<file path="src/rtl/exe_pkg.sv">
`default_nettype none
// +----------------------------------------------------------------------------+
// | exe_pkg : ALU command codes, status indices, shift types and FSM states.   |
// | Revision: 1.0                                                              |
// +----------------------------------------------------------------------------+
package exe_pkg;

  localparam logic [3:0] c_CMD_MOV = 4'b0001;
  localparam logic [3:0] c_CMD_MVN = 4'b1001;
  localparam logic [3:0] c_CMD_ADD = 4'b0010;
  localparam logic [3:0] c_CMD_ADC = 4'b0011;
  localparam logic [3:0] c_CMD_SUB = 4'b0100;
  localparam logic [3:0] c_CMD_SBC = 4'b0101;
  localparam logic [3:0] c_CMD_AND = 4'b0110;
  localparam logic [3:0] c_CMD_ORR = 4'b0111;
  localparam logic [3:0] c_CMD_EOR = 4'b1000;

  localparam int c_ST_N = 3;
  localparam int c_ST_Z = 2;
  localparam int c_ST_C = 1;
  localparam int c_ST_V = 0;

  localparam logic [1:0] c_SHIFT_LSL = 2'b00;
  localparam logic [1:0] c_SHIFT_LSR = 2'b01;
  localparam logic [1:0] c_SHIFT_ASR = 2'b10;
  localparam logic [1:0] c_SHIFT_ROR = 2'b11;

  typedef enum logic [1:0] {
    IDLE     = 2'd0,
    MUL_BUSY = 2'd1,
    MUL_WAIT = 2'd2
  } exe_state_e;

endpackage
`default_nettype wire

</file>
<file path="src/rtl/mul_iter.sv">
`default_nettype none
// +----------------------------------------------------------------------------+
// | mul_iter : radix-2 shift-add multiplier, one step per cycle, DATA_W steps.  |
// | Revision: 1.0                                                              |
// +----------------------------------------------------------------------------+
module mul_iter #(
  parameter int DATA_W = 32
) (
  input  logic              clk,
  input  logic              rst,
  input  logic              start,
  input  logic [DATA_W-1:0] a,
  input  logic [DATA_W-1:0] b,
  input  logic [DATA_W-1:0] acc,
  output logic              busy,
  output logic              done,
  output logic [DATA_W-1:0] product
);

  localparam int CNT_W = $clog2(DATA_W + 1);

  logic [CNT_W-1:0]  r_cnt;
  logic [DATA_W-1:0] r_mcand;
  logic [DATA_W-1:0] r_mplier;
  logic [DATA_W-1:0] r_acc;
  logic [DATA_W-1:0] w_acc_next;

  // product already includes the step taken this cycle, so the final value is
  // visible in the same cycle that done is high.
  always_comb begin
    w_acc_next = r_acc;
    if (busy && r_mplier[0]) begin
      w_acc_next = r_acc + r_mcand;
    end
  end

  assign busy    = (r_cnt != '0);
  assign done    = (r_cnt == CNT_W'(1));
  assign product = w_acc_next;

  always_ff @(posedge clk or negedge rst) begin
    if (!rst) begin
      r_cnt    <= '0;
      r_mcand  <= '0;
      r_mplier <= '0;
      r_acc    <= '0;
    end else if (start) begin
      r_cnt    <= CNT_W'(DATA_W);
      r_mcand  <= a;
      r_mplier <= b;
      r_acc    <= acc;
    end else if (busy) begin
      r_cnt    <= r_cnt - CNT_W'(1);
      r_mcand  <= r_mcand << 1;
      r_mplier <= r_mplier >> 1;
      r_acc    <= w_acc_next;
    end
  end

endmodule
`default_nettype wire

</file>
<file path="src/rtl/exe_stage_mc.sv">
`default_nettype none
// +----------------------------------------------------------------------------+
// | exe_stage_mc : execute stage with forwarding, ALU, iterative MUL and a     |
// | registered valid/ready EX/MEM slot. Optional macro EXE_MLA_EN adds MLA.     |
// | Revision: 1.0                                                              |
// +----------------------------------------------------------------------------+
module exe_stage_mc
  import exe_pkg::*;
#(
  parameter int  DATA_W  = 32,
  parameter int  NUM_FWD = 2,
  localparam int SEL_W   = $clog2(NUM_FWD + 1)
) (
  input  logic                      clk,
  input  logic                      rst,
  input  logic                      validIn,
  output logic                      readyOut,
  input  logic                      flushIn,
  input  logic                      mulIn,
  input  logic                      mlaIn,
  input  logic                      MEM_R_ENIn,
  input  logic                      MEM_W_ENIn,
  input  logic                      IIn,
  input  logic [3:0]                EXE_CMDIn,
  input  logic [3:0]                statusIn,
  input  logic [11:0]               shiftOperandIn,
  input  logic [23:0]               Imm24In,
  input  logic [DATA_W-1:0]         PCIn,
  input  logic [DATA_W-1:0]         Val_RnIn,
  input  logic [DATA_W-1:0]         Val_RmIn,
  input  logic [DATA_W-1:0]         Val_RaIn,
  input  logic [NUM_FWD*DATA_W-1:0] fwdValuesIn,
  input  logic [SEL_W-1:0]          selSrc1In,
  input  logic [SEL_W-1:0]          selSrc2In,
  input  logic                      readyIn,
  output logic                      validOut,
  output logic [DATA_W-1:0]         ALU_ResOut,
  output logic [3:0]                statusOut,
  output logic [DATA_W-1:0]         branchAddressOut
);

  function automatic logic [DATA_W-1:0] f_ror(input logic [DATA_W-1:0] v, input logic [5:0] n);
    logic [2*DATA_W-1:0] d;
    d = {v, v} >> (n % DATA_W);
    return d[DATA_W-1:0];
  endfunction

  exe_state_e        r_state;
  exe_state_e        w_state_next;
  logic              r_valid;
  logic [DATA_W-1:0] r_res;
  logic [3:0]        r_status;
  logic [DATA_W-1:0] r_branch;
  logic              r_mul_c;
  logic              r_mul_v;

  logic [DATA_W-1:0] w_src1;
  logic [DATA_W-1:0] w_src2;
  logic [DATA_W-1:0] w_val2;
  logic [4:0]        w_shamt;
  logic [DATA_W-1:0] w_add_b;
  logic              w_cin;
  logic [DATA_W:0]   w_sum;
  logic              w_add_v;
  logic [DATA_W-1:0] w_alu_res;
  logic [3:0]        w_alu_flags;
  logic              w_upd_nz;
  logic              w_upd_cv;
  logic [25:0]       w_off26;
  logic [DATA_W-1:0] w_branch;
  logic              w_slot_free;
  logic              w_slot_drain;
  logic              w_accept;
  logic              w_mul_start;
  logic              w_mul_load;
  logic              w_mul_busy;
  logic              w_mul_done;
  logic              w_mul_last;
  logic [DATA_W-1:0] w_mul_acc;
  logic [DATA_W-1:0] w_mul_product;
  logic [3:0]        w_mul_flags;

  // Select codes above NUM_FWD fall through to the register-file value.
  always_comb begin
    w_src1 = Val_RnIn;
    w_src2 = Val_RmIn;
    for (int k = 0; k < NUM_FWD; k++) begin
      if (selSrc1In == SEL_W'(k + 1)) w_src1 = fwdValuesIn[k*DATA_W +: DATA_W];
      if (selSrc2In == SEL_W'(k + 1)) w_src2 = fwdValuesIn[k*DATA_W +: DATA_W];
    end
  end

  assign w_shamt = shiftOperandIn[11:7];

  always_comb begin
    w_val2 = w_src2;
    if (MEM_R_ENIn || MEM_W_ENIn) begin
      w_val2 = DATA_W'(shiftOperandIn);
    end else if (IIn) begin
      w_val2 = f_ror(DATA_W'(shiftOperandIn[7:0]), {1'b0, shiftOperandIn[11:8], 1'b0});
    end else begin
      case (shiftOperandIn[6:5])
        c_SHIFT_LSL: w_val2 = w_src2 << w_shamt;
        c_SHIFT_LSR: w_val2 = w_src2 >> w_shamt;
        c_SHIFT_ASR: w_val2 = $signed(w_src2) >>> w_shamt;
        c_SHIFT_ROR: w_val2 = f_ror(w_src2, {1'b0, w_shamt});
        default:     w_val2 = w_src2;
      endcase
    end
  end

  // Subtraction is a + ~b + 1 so C reads as "no borrow".
  always_comb begin
    w_add_b = w_val2;
    w_cin   = 1'b0;
    case (EXE_CMDIn)
      c_CMD_ADC: w_cin = statusIn[c_ST_C];
      c_CMD_SUB: begin w_add_b = ~w_val2; w_cin = 1'b1;              end
      c_CMD_SBC: begin w_add_b = ~w_val2; w_cin = statusIn[c_ST_C];  end
      default:   w_cin = 1'b0;
    endcase
    w_sum   = {1'b0, w_src1} + {1'b0, w_add_b} + {{DATA_W{1'b0}}, w_cin};
    w_add_v = (w_src1[DATA_W-1] == w_add_b[DATA_W-1]) && (w_sum[DATA_W-1] != w_src1[DATA_W-1]);
  end

  always_comb begin
    w_alu_res = '0;
    w_upd_nz  = 1'b1;
    w_upd_cv  = 1'b0;
    case (EXE_CMDIn)
      c_CMD_MOV: w_alu_res = w_val2;
      c_CMD_MVN: w_alu_res = ~w_val2;
      c_CMD_AND: w_alu_res = w_src1 & w_val2;
      c_CMD_ORR: w_alu_res = w_src1 | w_val2;
      c_CMD_EOR: w_alu_res = w_src1 ^ w_val2;
      c_CMD_ADD, c_CMD_ADC, c_CMD_SUB, c_CMD_SBC: begin
        w_alu_res = w_sum[DATA_W-1:0];
        w_upd_cv  = 1'b1;
      end
      default: w_upd_nz = 1'b0;
    endcase
    w_alu_flags = statusIn;
    if (w_upd_nz) begin
      w_alu_flags[c_ST_N] = w_alu_res[DATA_W-1];
      w_alu_flags[c_ST_Z] = (w_alu_res == '0);
    end
    if (w_upd_cv) begin
      w_alu_flags[c_ST_C] = w_sum[DATA_W];
      w_alu_flags[c_ST_V] = w_add_v;
    end
  end

  assign w_off26  = {Imm24In, 2'b00};
  assign w_branch = PCIn + DATA_W'($signed(w_off26));

  assign w_slot_free  = !r_valid || readyIn;
  assign w_slot_drain = r_valid && readyIn;
  assign readyOut     = (r_state == IDLE) && w_slot_free;
  assign w_accept     = validIn && readyOut && !flushIn;
  assign w_mul_start  = w_accept && mulIn;
  assign w_mul_last   = w_mul_busy && w_mul_done;

`ifdef EXE_MLA_EN
  assign w_mul_acc = mlaIn ? Val_RaIn : '0;
`else
  logic w_unused_mla;
  assign w_mul_acc    = '0;
  assign w_unused_mla = ^{mlaIn, Val_RaIn};
`endif

  mul_iter #(
    .DATA_W (DATA_W)
  ) u_mul_iter (
    .clk     (clk),
    .rst     (rst),
    .start   (w_mul_start),
    .a       (w_src1),
    .b       (w_src2),
    .acc     (w_mul_acc),
    .busy    (w_mul_busy),
    .done    (w_mul_done),
    .product (w_mul_product)
  );

  always_comb begin
    w_mul_flags         = 4'b0000;
    w_mul_flags[c_ST_N] = w_mul_product[DATA_W-1];
    w_mul_flags[c_ST_Z] = (w_mul_product == '0);
    w_mul_flags[c_ST_C] = r_mul_c;
    w_mul_flags[c_ST_V] = r_mul_v;
  end

  always_ff @(posedge clk or negedge rst) begin
    if (!rst) r_state <= IDLE;
    else      r_state <= w_state_next;
  end

  always_comb begin
    w_state_next = r_state;
    w_mul_load   = 1'b0;
    if (flushIn) begin
      w_state_next = IDLE;
    end else begin
      case (r_state)
        IDLE: if (w_mul_start) w_state_next = MUL_BUSY;
        MUL_BUSY: begin
          if (w_mul_last) begin
            if (w_slot_free) begin
              w_mul_load   = 1'b1;
              w_state_next = IDLE;
            end else begin
              w_state_next = MUL_WAIT;
            end
          end
        end
        MUL_WAIT: begin
          if (w_slot_free) begin
            w_mul_load   = 1'b1;
            w_state_next = IDLE;
          end
        end
        default: w_state_next = IDLE;
      endcase
    end
  end

  // A drain and a new load in the same cycle leave r_valid set: no bubble.
  always_ff @(posedge clk or negedge rst) begin
    if (!rst) begin
      r_valid  <= 1'b0;
      r_res    <= '0;
      r_status <= 4'b0000;
      r_branch <= '0;
      r_mul_c  <= 1'b0;
      r_mul_v  <= 1'b0;
    end else if (flushIn) begin
      r_valid <= 1'b0;
    end else begin
      if (w_slot_drain) r_valid <= 1'b0;
      if (w_accept) r_branch <= w_branch;
      if (w_mul_start) begin
        r_mul_c <= statusIn[c_ST_C];
        r_mul_v <= statusIn[c_ST_V];
      end
      if (w_accept && !mulIn) begin
        r_valid  <= 1'b1;
        r_res    <= w_alu_res;
        r_status <= w_alu_flags;
      end else if (w_mul_load) begin
        r_valid  <= 1'b1;
        r_res    <= w_mul_product;
        r_status <= w_mul_flags;
      end
    end
  end

  assign validOut         = r_valid;
  assign ALU_ResOut       = r_res;
  assign statusOut        = r_status;
  assign branchAddressOut = r_branch;

endmodule
`default_nettype wire

</file>
<file path="config.mk">
export PLATFORM = sky130hd
export DESIGN_NAME = exe_stage_mc
export DESIGN_NICKNAME = d
export VERILOG_FILES = /design/src/rtl/exe_pkg.sv /design/src/rtl/mul_iter.sv /design/src/rtl/exe_stage_mc.sv
export SDC_FILE = /design/constraint.sdc
export NUM_CORES = 1
export LEC_CHECK = 0
export ABC_CLOCK_PERIOD_IN_PS = 5000
export CORE_MARGIN = 1.5
export CORE_UTILIZATION = 32
export CTS_CLUSTER_DIAMETER = 150
export DETAILED_ROUTE_END_ITERATION = 10
export GPL_TIMING_DRIVEN = 0
export RECOVER_POWER = 100
export SETUP_SLACK_MARGIN = 0.3
export SLEW_MARGIN = 40
export SYNTH_ARGS = -nofsm -noshare
export SYNTH_HDL_FRONTEND = slang
export SYNTH_SLANG_ARGS = --single-unit
</file>
<file path="constraint.sdc">
create_clock -name clk -period 5 [get_ports clk]
set_input_delay 1.5 -clock clk [delete_from_list [all_inputs] [get_ports clk]]
set_output_delay 1.5 -clock clk [all_outputs]
set_load 0.005 [all_outputs]
</file>
# == Word level (Yosys, flattened, before mapping) ==
# Cells that the tools add are included.
# Widths: inputs -> output; s select.
# word_totals
register_bits,175
latchBits,0
mem_bits_rw,0
rom_bits,0
in_bits,250
wordCells,121
n_memories,0
# classes
n_addsub,5
multipliers,0
n_div,0
n_lt_le_gt_ge,0
eq_ne,24
shift,5
n_mux,41
n_bitwise,5
reduce_logical,30
# op_table
op,count
$mux 32,16
$pmux 32 s6,1
$pmux 32 s4,1
$add 32x32->32,2
$logic_not 32->1,2
$shr 64x5->32,1
$shr 40x5->32,1
$add 32x32->33,1
$add 33x1->33,1
$and 32x32->32,1
$not 32->32,1
$or 32x32->32,1
$shl 32x5->32,1
$shr 32x5->32,1
$sshr 32x5->32,1
$xor 32x32->32,1
$eq 4x3->1 const B,4
$mux 2,7
$mux 6,2
$eq 2x2->1 const B,5
$logic_and 1x1->1,9
$mux 1,9
$reduce_or 9->1,1
$eq 2x1->1 const B,4
other kinds (23),36

# == Logic depth before layout (Yosys ltp) ==
# depth
depth_word,15
depth_mapped,28
depth_no_buf,24

# == Modules after synthesis ==
# From an unflattened synthesis, not the netlist that was laid out.
# hier_totals
hier_cells,2957
hier_area_um2,23625.2
# modules_own_cells
module,n_inst,cells_each,area_each_um2,seq_area_each_um2
exe_stage_mc,1,2241,17107.7,1826.8
mul_iter,1,716,6517.5,2552.4

# == Least setup slack after synthesis ==
# No wires, ideal clock.
# synth_path
path_type,input-to-reg
from,input port shiftOperandIn[7]
to,"register r_status[2], in the netlist statusOut[2]"
t_arrival_ns,7.171
required_ns,4.934
path_slack_ns,-2.237
path_stages,26
path_buffers,3
cell_sequence,buf_2 -> inv_2 -> buf_1 -> clkbuf_1 -> mux4_2 -> mux2_2 -> mux2_2 -> nand3_1 -> a31oi_1 -> xnor2_1 -> fa_1 -> inv_1 -> fa_1 -> nand3_1 -> a21oi_1 -> o211ai_1 -> a21boi_0 -> a22oi_1 -> o211ai_1 -> a21oi_1 -> nor2_1 -> a2111oi_0 -> xnor2_1 -> a2111oi_0 -> nand4_1 -> nand2_1
# synth_between
elab_chain_cells,12
word_cells_on_any_way,19
cone_classes,2 x add/sub; 5 x shift; 7 x mux; 4 x bitwise; 1 x reduce/logical
# synth_lines
item,line,rtl
from (decl),exe_stage_mc.sv:26,"input logic [11:0] shiftOperandIn,"
"$shr 64x5->32, or another cell as far along",exe_stage_mc.sv:44,"d = {v, v} >> (n % DATA_W);"
$pmux 32 s4,exe_stage_mc.sv:102,case (shiftOperandIn[6:5])
$mux 32,exe_stage_mc.sv:99,end else if (IIn) begin
$mux 32 (*),exe_stage_mc.sv:97,if (MEM_R_ENIn || MEM_W_ENIn) begin
$not 32->32,"exe_stage_mc.sv:118, exe_stage_mc.sv:119, exe_stage_mc.sv:132",
$mux 32,-,
$add 32x32->33,exe_stage_mc.sv:122,"w_sum = {1'b0, w_src1} + {1'b0, w_add_b} + {{DATA_W{1'b0}}, w_cin};"
$add 33x1->33,exe_stage_mc.sv:122,
$pmux 32 s6 (*),exe_stage_mc.sv:130,case (EXE_CMDIn)
$logic_not 32->1 (*),exe_stage_mc.sv:145,w_alu_flags[c_ST_Z] = (w_alu_res == '0);
$mux 2 (*),exe_stage_mc.sv:143,if (w_upd_nz) begin
$mux 4 (*),exe_stage_mc.sv:245,if (w_accept && !mulIn) begin
to (signal assigned),exe_stage_mc.sv:248,r_status <= w_alu_flags;
to (signal assigned),exe_stage_mc.sv:252,r_status <= w_mul_flags;
to (decl),exe_stage_mc.sv:52,logic [3:0] r_status;
# Every way passes the cells marked *; elsewhere a longest branch is shown, timed or not.
# A chain may end at the register's enable or synchronous reset.

# == Worst setup path after layout ==
# layout_path
from,input port selSrc1In[0]
to,"register r_status[2], in the netlist statusOut[2]"
# layout_between
elab_chain_cells,9
word_cells_on_any_way,13
cone_classes,2 x add/sub; 2 x eq/ne; 5 x mux; 3 x bitwise; 1 x reduce/logical
# layout_lines
item,line,rtl
from (decl),exe_stage_mc.sv:33,"input logic [SEL_W-1:0] selSrc1In,"
$eq 2x1->1,exe_stage_mc.sv:88,if (selSrc1In == SEL_W'(k + 1)) w_src1 = fwdValuesIn[k*DATA_W +: DATA_W];
$mux 32,exe_stage_mc.sv:88,
$mux 32 (*),exe_stage_mc.sv:88,
$add 32x32->33,exe_stage_mc.sv:122,
$add 33x1->33,exe_stage_mc.sv:122,
$pmux 32 s6 (*),exe_stage_mc.sv:130,
$logic_not 32->1 (*),exe_stage_mc.sv:145,
$mux 2 (*),exe_stage_mc.sv:143,
$mux 4 (*),exe_stage_mc.sv:245,
# Marked as above.

==> flow_summary.toml <==
[yosys]
synth.area.top_cells = "dfrtp_1, ha_1, mux2i_1, mux4_2, nand2_1"
ys_types = 103
synthesis.area_sq_um = 23400
ys_ff_latch = 175
synth_edf_count = 0
synth_top_area_frac = 0.1872
synthArstFlopShare = 1.000
ys_seq_area_frac = 0.1872
syn-num-nets = 3380
synth_cells = 2963
postSynthAreaPerCell_sq_um = 7.897
synth_area_leader_cell = "dfrtp_1"
synth_ff_type = "dfrtp_1"
yosys_warnings = 0

[finish]
final_cell_mix = "nand2_1, nor2_1, dfrtp_1"
drive_gt1_frac = 0.2391
area_growth_pct = 39.44
final_nets = 3863
final_common_cell = "nand2_1"
stdcell_count = 4410

[placed_design]
gp_congestion = 1.108
port_buffers = 278
dp_hpwl_um = 101100
placed_cells = 4194
preCtsSetupSlack_ns = -4.867

[timing]
period_share = 1.442
setup_ws_ns = -2.208
fmax_mhz = 138.7
skew_ns = 0.01408
period_needed_ns = 7.208
hold_slack_ns = 0.4762
tightest_slew_ns = 3.032
drv_slew = 55
rsz0062_at_grt = "yes"
max_slew_margin = -1.022
setup_violations = 37
fin_setup_tns_ns = -44.92
finalHoldViolations = 0

[drt]
drc = 0
avgViaCountPerCell = 6.356
drtIter0Drc = 3446
num_vias = 28030
routedWlPerCell_um = 29.58
drt_wl_total_um = 130400
drt_pass1_iterations = 6
ant_nets = 0

[clock_network]
clk_pin_slew_ns = 0.07
cts_max_path_buffers = 2
cts_sinks = 175
cts_buffers = 17
clk_latency_ns = 0.47
cts_root_buf = "clkbuf_16"
cts_tree = "done"
cts_max_level = 4

[grt]
groute.usage.overall = 0.3385
grt_pass1_vias = 26990
antenna_found_initial = 5
grt_first_pass_wirelength_um = 186000
gr-total-overflow = 0
grt_max_degree = 72

[setup_path]
crit_buf_inv = 4
critPathMostFrequentCell = "nand4_1"
crit_path_top_delay_cell = "a21oi_1"
arrival_ns = 7.59
slowest_delay_ns = 1.13
path_max_fanout = 10
cp_top_family = "compound AO/OA/AOI/OAI gates"
cp.required_ns = 5.38
endpoint_kind = "flip-flop"
start_kind = "input port"
crit_chain = "dlygate4sd3_1 -> clkbuf_1 -> buf_2 -> mux2i_1 -> a21oi_1 -> ha_2 -> a21oi_1 -> a21boi_2 -> a22oi_2 -> buf_6 -> o211ai_1 -> nand3b_1 -> nand4_1 -> a211oi_2 -> nand4_1 -> a2111oi_4 -> nand4_1 -> nand2_1"
setup.worst_path.class = "input port to flip-flop"

[floorplanning]
fp.coreArea_sq_um = 71980
initial_core_util = 0.3251
row_count = 98
die_h_um = 273.4
die_w_um = 273.4
io_pins = 320
die_area_sq_um = 74750

[outcome]
status = "finished, violations left"
violations = "max-capacitance violations, max-slew violations, negative setup slack"

[power]
p_per_area_nw_per_um2 = 340.5
vdd_drop_max_v = 0.0002582
p_leak_nw = 13.52
fin_total_pwr_mw = 11.11

[hold_path]
holdCritPathClass = "flip-flop to flip-flop"

[flow_run]
drv_cap = 1
layer usage:
layer  up-vias  routed length (um)  GRT usage
li1      12030                   -          -
met1     13570               51190     0.4289
met2      1927               55050     0.5062
met3       502               15500     0.1056
met4         2                8691     0.1929
met5         -                  13          0
logic make-up after synthesis:
family,after synthesis,share of synthesized area
compound gates,937,0.2682
simple gates,949,0.1855
mux,306,0.1705
flops,175,0.1872
fa+ha+maj,167,0.09058
xor+xnor,117,0.04379
buf+inv,312,0.05433
registers in the layout, indices dropped and copies added (netlist names):
register,flops
r_mul_v,1
u_mul_iter.r_acc,32
ALU_ResOut,32
u_mul_iter.r_mplier,32
statusOut,4
r_mul_c,1
u_mul_iter.r_mcand,32
branchAddressOut,32
u_mul_iter.r_cnt,6
validOut,1
r_state,2
worst paths after layout:
check                           depth (start not counted)                      to                start  slack, ns
worst min register to register                          2     branchAddressOut[6]  branchAddressOut[6]       0.48
worst max register to register                         16            statusOut[2]           r_state[0]       0.01
min in group asynchronous                               1           ALU_ResOut[3]                  rst       2.03
worst min-delay path                                    2     branchAddressOut[6]  branchAddressOut[6]       0.48
worst max-delay path                                   18            statusOut[2]         selSrc1In[0]      -2.21
max in group asynchronous                               3  u_mul_iter.r_mplier[7]                  rst       0.22
synthesized netlist by cell type (47+ instances only):
cell type,count
mux2_2,52
nor3_1,47
clkbuf_1,160
mux2i_1,174
nand3_1,62
nor2_1,281
a211oi_1,67
ha_1,163
xnor2_1,72
a21oi_1,191
dfrtp_1,175
o21ai_0,179
a31oi_1,95
inv_1,98
mux4_2,59
nand2_1,337
final cells by class:
cell class                 count  area [sq um]
buffer                       207          1271
timing repair buffer         465          4387
multi-input combinational   2476         20400
tap                          950          1189
clock buffer                  20         456.7
fill                        7085         39350
antenna                        1         2.502
inverter                     104         400.4
clock inverter                12         145.1
sequential                   175          4379
per-stage QoR:
step | cell area, sq um | util
floorplan | 23730 | -
global placement | 27710 | 0.3849
detailed placement | 27960 | 0.3885
CTS | 31720 | 0.4407
global route | 32620 | 0.4533
finish | 32630 | 0.4533
power breakdown:
group          internal [mW]  leakage [nW]  switching (mW)  total [mW]
registers               1.96          2.12           0.397        2.36
logic                   3.09          11.1            4.23        7.32
clock network          0.777         0.295           0.651        1.43
worst min-delay path, stage by stage, from the launching register on:
cell	delay, ns
dfrtp_1	0.34
nand2_1	0.05
o31ai_1	0.05
what timing repair did:
item / 4_1_cts / 5_1_grt
pin swaps: 89 / 104
endpoints found under the setup margin: 41 / 41
cloned: 3 / 0
buffers inserted: 132 / 48
resized for setup: 489 / 127
hold buffers: 0 / 0
No activity file was read; power rests on OpenSTA's default activity.
==> variant 1, RTL diff (same flow settings) <==
The option `EXE_MLA_EN` is turned on by a define.
--- a/src/rtl/exe_stage_mc.sv
+++ b/src/rtl/exe_stage_mc.sv
@@ -5,4 +5,6 @@
 // | Revision: 1.0                                                              |
 // +----------------------------------------------------------------------------+
+`define EXE_MLA_EN
+
 module exe_stage_mc
   import exe_pkg::*;
Check against the original RTL: not settled (the Yosys comparison gave no result); the edit may change what the design does.
==> variant 1 against the unedited design <==
The flow still finishes with violations (capacitance limit, slew limit, setup timing); final area is 0.68% higher; sequential cell count stayed put; setup slack worse by 0.34 ns; critical endpoint is now ALU_ResOut[29]$_DFFE_PN0P_; combinational power is 2% higher; maximum frequency is 4.5% lower; largest power group unchanged; area after synthesis is 1.0% lower; register-to-register slack better by 0.19 ns; first-iteration DRC count is 3.6% higher; wire length is 5.1% higher; power is 1.1% higher; die area is 1.0% lower.
==> variant 1: results <==
status:
  status: "complete, but fails checks"
  violations: "capacitance limit, slew limit, setup timing"
final_layout:
  clk_share_pct: 1.798
  inverters: 112
  multi_input_cells: 2468
  layout.nets: 3902
  buffers: 711
  fin_cells: 4449
  nFillCells: 7225
  synthToLayoutAreaGrowth_pct: 41.82
  drive_above_1_share_pct: 22.18
  sh_seq_area_pct: 13.33
place:
  port_buffers: 313
  dp_hpwl_um: 107000
  dpl_cell_area_um2: 28190
  pre_cts_ws_ns: -4.821
  placed_cells: 4236
sta:
  setup_viol: 38
  setup_tns_ns: -55.83
  slew-limit-headroom_pct: -59.08
  finalMaxSlewViolations: 109
  timing.final.ws_setup_ns: -2.552
  fin_skew_ns: 0.01689
global_route:
  antenna_found_initial: 6
  grt_pass1_vias: 26680
  grt_max_degree: 70
  grt_use_total_pct: 35.54
  grt_pass1_wl_um: 192000
run:
  maxCapViolCount: 2
pwr:
  p_per_area_nw_per_um2: 341.7
  p_leak_nw: 13.66
  p_clk_share_pct: 12.4
  powerSeq_mw: 2.40
  p_switching_mw: 5.358
drt:
  vias: 28450
  dr.pass1.iters: 7
die:
  die_area_um2: 74000
yosys:
  seq_area_frac_synth_pct: 18.91
  synth_area_leaders: "dfrtp_1 19%, ha_1 8.8%, mux2i_1 7.6%, nand2_1 6.1%, mux4_2 5.6%"
  synth_common_cells: "378 x nand2_1, 233 x nor2_1, 220 x a21oi_1"
  syn_inst: 2964
  synth_nets: 3381
critical_path:
  critPathMaxStageDelay_ns: 0.71
  slowest_stage: "nor2_1"
  cp.arrival_ns: 7.87
clock_network:
  clk_pin_slew_ns: 0.08
## variant 1: cell count changes after synthesis, sizes merged, moves of 10 or more
cell / change
mux2: -15
or2: -10
nand2: +40
a21oi: +29
nor2: -48
o211ai: +11
## variant 1: logic make-up (layout without fill, tap and decap cells)
family                     Yosys count  count (layout)  share of synthesized area [%]
buffers and inverters              321             855                          5.543
xor gates and xnor gates           126             126                          4.765
and+or+nand+nor                    907             907                          17.70
adders and majority gates          167             167                          9.151
other                                0               1                              0
DFF                                175             175                          18.91
muxes                              293             293                          16.52
AOI/OAI and AO/OA                  975             975                          27.42
## variant 1: per-layer routing
layer | global-route usage, % | wire length [um] | vias up
met3 | 10.66 | 15940 | 476
met4 | 17.87 | 8632 | 2
li1 | - | - | 12110
met2 | 51.63 | 56210 | 1907
met1 | 47.56 | 56350 | 13950
met5 | 0 | 13 | -
## variant 1: final timing paths
check	endpoint	slack, ns	cells after the start	start
setup / recovery	ALU_ResOut[29]$_DFFE_PN0P_	-2.55	29	shiftOperandIn[11]
hold / removal	branchAddressOut[15]$_DFFE_PN0P_	0.47	2	branchAddressOut[15]$_DFFE_PN0P_
setup reg to reg	statusOut[2]$_DFFE_PN0P_	0.20	16	u_mul_iter.r_mcand[0]$_DFFE_PN0P_
hold reg to reg	branchAddressOut[15]$_DFFE_PN0P_	0.47	2	branchAddressOut[15]$_DFFE_PN0P_
max in group asynchronous	u_mul_iter.r_mplier[20]$_DFFE_PN0P_	0.45	3	rst
min in group asynchronous	ALU_ResOut[3]$_DFFE_PN0P_	1.76	1	rst
## variant 1: what timing repair did
action,in CTS,in global routing
setup buffers,108,69
hold buffers,0,0
pin swaps,71,69
setup endpoints to repair,40,41
cloned,3,0
gates resized for setup,435,203
==> variant 2, RTL diff (same settings) <==
Made on the original files. Remove the case item `c_SHIFT_LSR` of the case on `shiftOperandIn[6:5]`.
--- a/src/rtl/exe_stage_mc.sv
+++ b/src/rtl/exe_stage_mc.sv
@@ -102,5 +102,4 @@
       case (shiftOperandIn[6:5])
         c_SHIFT_LSL: w_val2 = w_src2 << w_shamt;
-        c_SHIFT_LSR: w_val2 = w_src2 >> w_shamt;
         c_SHIFT_ASR: w_val2 = $signed(w_src2) >>> w_shamt;
         c_SHIFT_ROR: w_val2 = f_ror(w_src2, {1'b0, w_shamt});
Check against the original RTL: not equivalent (a bounded check fails within 4 cycles, from zero or initial values and one cycle with rst low).
==> variant 2 against the unedited design <==
The run still ends with capacitance limit, slew limit, setup timing left; wire length increased by 5.5%; clock power decreased by 3%; via count decreased by 0.48%; setup slack got worse by 0.52 ns; combinational power about the same; critical path type unchanged; first-iteration DRC count decreased by 1.0%; maximum frequency decreased by 6.8%; hold slack got worse by 0.0017 ns; final area decreased by 3.8%; area after synthesis increased by 0.61%; highest routed layer unchanged; sequential cell count unchanged; power decreased by 0.22%.
==> variant 2: results <==
status:
  status: "complete, but fails checks"
  violations: "capacitance limit, slew limit, setup timing"
final_layout:
  nFillCells: 7296
  drive_above_1_share_pct: 18.48
  layout.nets: 3843
  fin_cells: 4408
clock_network:
  cts.sinks: 175
  clk_path_buf_depth: 2
  cts_buffers: 17
  clk_pin_slew_ns: 0.09
  htree_levels: 4
  cts_root_buffer: "clkbuf_16"
  insertion_delay_ns: 0.45
yosys:
  seq_area_frac_synth_pct: 18.60
  synth_cell_types: 100
  synth_nets: 3417
  synth_common_cells: "371 x nand2_1, 261 x nor2_1, 201 x o21ai_0"
  synthArstFlopShare_pct: 100.0
  synth_warnings: 0
  synth_area_leaders: "dfrtp_1 19%, ha_1 8.6%, mux2i_1 7.9%, nand2_1 5.9%, mux4_2 5.8%"
  syn_area_per_cell_um2: 7.842
global_route:
  grt_pass1_vias: 27080
  antenna_found_initial: 11
  grt_max_degree: 69
  grt_use_total_pct: 35.53
  grt_pass1_wl_um: 192900
critical_path:
  slowest_stage: "mux4_2"
  critPathMaxFanout: 9
  cp_top_family: "multiplexers"
  critPathMaxStageDelay_ns: 0.59
  cp.arrival_ns: 8.12
pwr:
  cell_internal_pwr_mw: 5.634
  p_leak_nw: 12.87
  powerSeq_mw: 2.36
  p_clk_mw: 1.39
  peakVddDrop_mv: 0.2904
min_path:
  hp-class: "register to register"
place:
  placed_cells: 4258
  dpl_cell_area_um2: 28250
  gp_congestion: 1.089
  dp_hpwl_um: 107500
  port_buffers: 279
sta:
  finalMaxSlewViolations: 59
  timing.final.ws_setup_ns: -2.731
  fin_skew_ns: 0.02281
  tightest_slew_ns: 3.270
  setup_viol: 40
drt:
  dr.pass1.iters: 6
  wire_per_inst_um: 31.22
  vias: 27890
  drt_iter0_drc: 3411
run:
  maxCapViolCount: 1
==> variant 2: cell types whose count changed after synthesis, sizes merged, moves of 17 or more <==
cell | before | now
mux2 | 68 | 46
nand2 | 338 | 371
o211ai | 33 | 51
nor2 | 281 | 262
o21ai | 185 | 205
mux2i | 175 | 192
==> variant 2: per-layer routing <==
layer / GRT usage (%) / part of all wire [%]
met5: 0 / 0.037
met2: 53.79 / 43
met1: 44.28 / 39
met4: 21.85 / 7.4
met3: 10.52 / 11
==> variant 2: final cells by class <==
| cell class | count | share of cell area (%) |
|---|---|---|
| multi-input cells | 2497 | 62.24 |
| diodes | 8 | 0.06377 |
| clock buffers | 17 | 1.355 |
| well taps | 959 | 3.822 |
| flip-flops and latches | 175 | 13.95 |
| inverters | 113 | 1.351 |
| repair buffers | 407 | 12.75 |
| plain buffers | 217 | 3.878 |
| clock inverters | 15 | 0.5978 |
==> variant 2: path summary, 6_finish.rpt <==
| check | from | to | slack (ns) | cells after the start |
|---|---|---|---|---|
| max | fwdValuesIn[0] | statusOut[2]$_DFFE_PN0P_ | -2.73 | 26 |
| min | branchAddressOut[11]$_DFFE_PN0P_ | branchAddressOut[11]$_DFFE_PN0P_ | 0.47 | 2 |
| max reg2reg | u_mul_iter.r_mcand[0]$_DFFE_PN0P_ | statusOut[2]$_DFFE_PN0P_ | -0.02 | 15 |
| min reg2reg | branchAddressOut[11]$_DFFE_PN0P_ | branchAddressOut[11]$_DFFE_PN0P_ | 0.47 | 2 |
| max in group asynchronous | rst | branchAddressOut[18]$_DFFE_PN0P_ | 0.23 | 3 |
| min in group asynchronous | rst | ALU_ResOut[20]$_DFFE_PN0P_ | 2.12 | 1 |
==> variant 2: stage by stage <==
stage	hold WS, ns	setup WS, ns	setup TNS (ns)	utilization, %	total power [mW]
floorplan	0.4454	-2.165	-43.00	-	6.610
global placement	0.4604	-5.697	-1083.88	38.02	8.938
detailed placement	0.4701	-5.383	-143.87	38.78	9.025
CTS	0.4877	-2.579	-58.10	42.48	10.87
global route	0.4914	-2.765	-100.57	43.08	11.77
finish	0.4745	-2.731	-65.97	43.10	11.08
==> variant 2: logic make-up (layout without fill, tap and decap cells) <==
kind of cell               count (synthesis)  in the layout  synth area share (%)
AOI/OAI and AO/OA                        976            976                 27.73
and+or+nand+nor                          935            935                 18.03
buffers and inverters                    330            769                 5.804
muxes                                    299            299                 16.40
DFF                                      175            175                 18.60
adders and majority gates                165            165                 8.897
xor gates and xnor gates                 122            122                 4.539
other                                      0              8                     0
==> variant 2: timing repair <==
action	4_1_cts	5_1_grt
resized for setup	324	98
hold endpoints to repair	0	0
buffers inserted	92	16
pin swaps	40	46
endpoints found under the setup margin	45	49
gates cloned	2	0
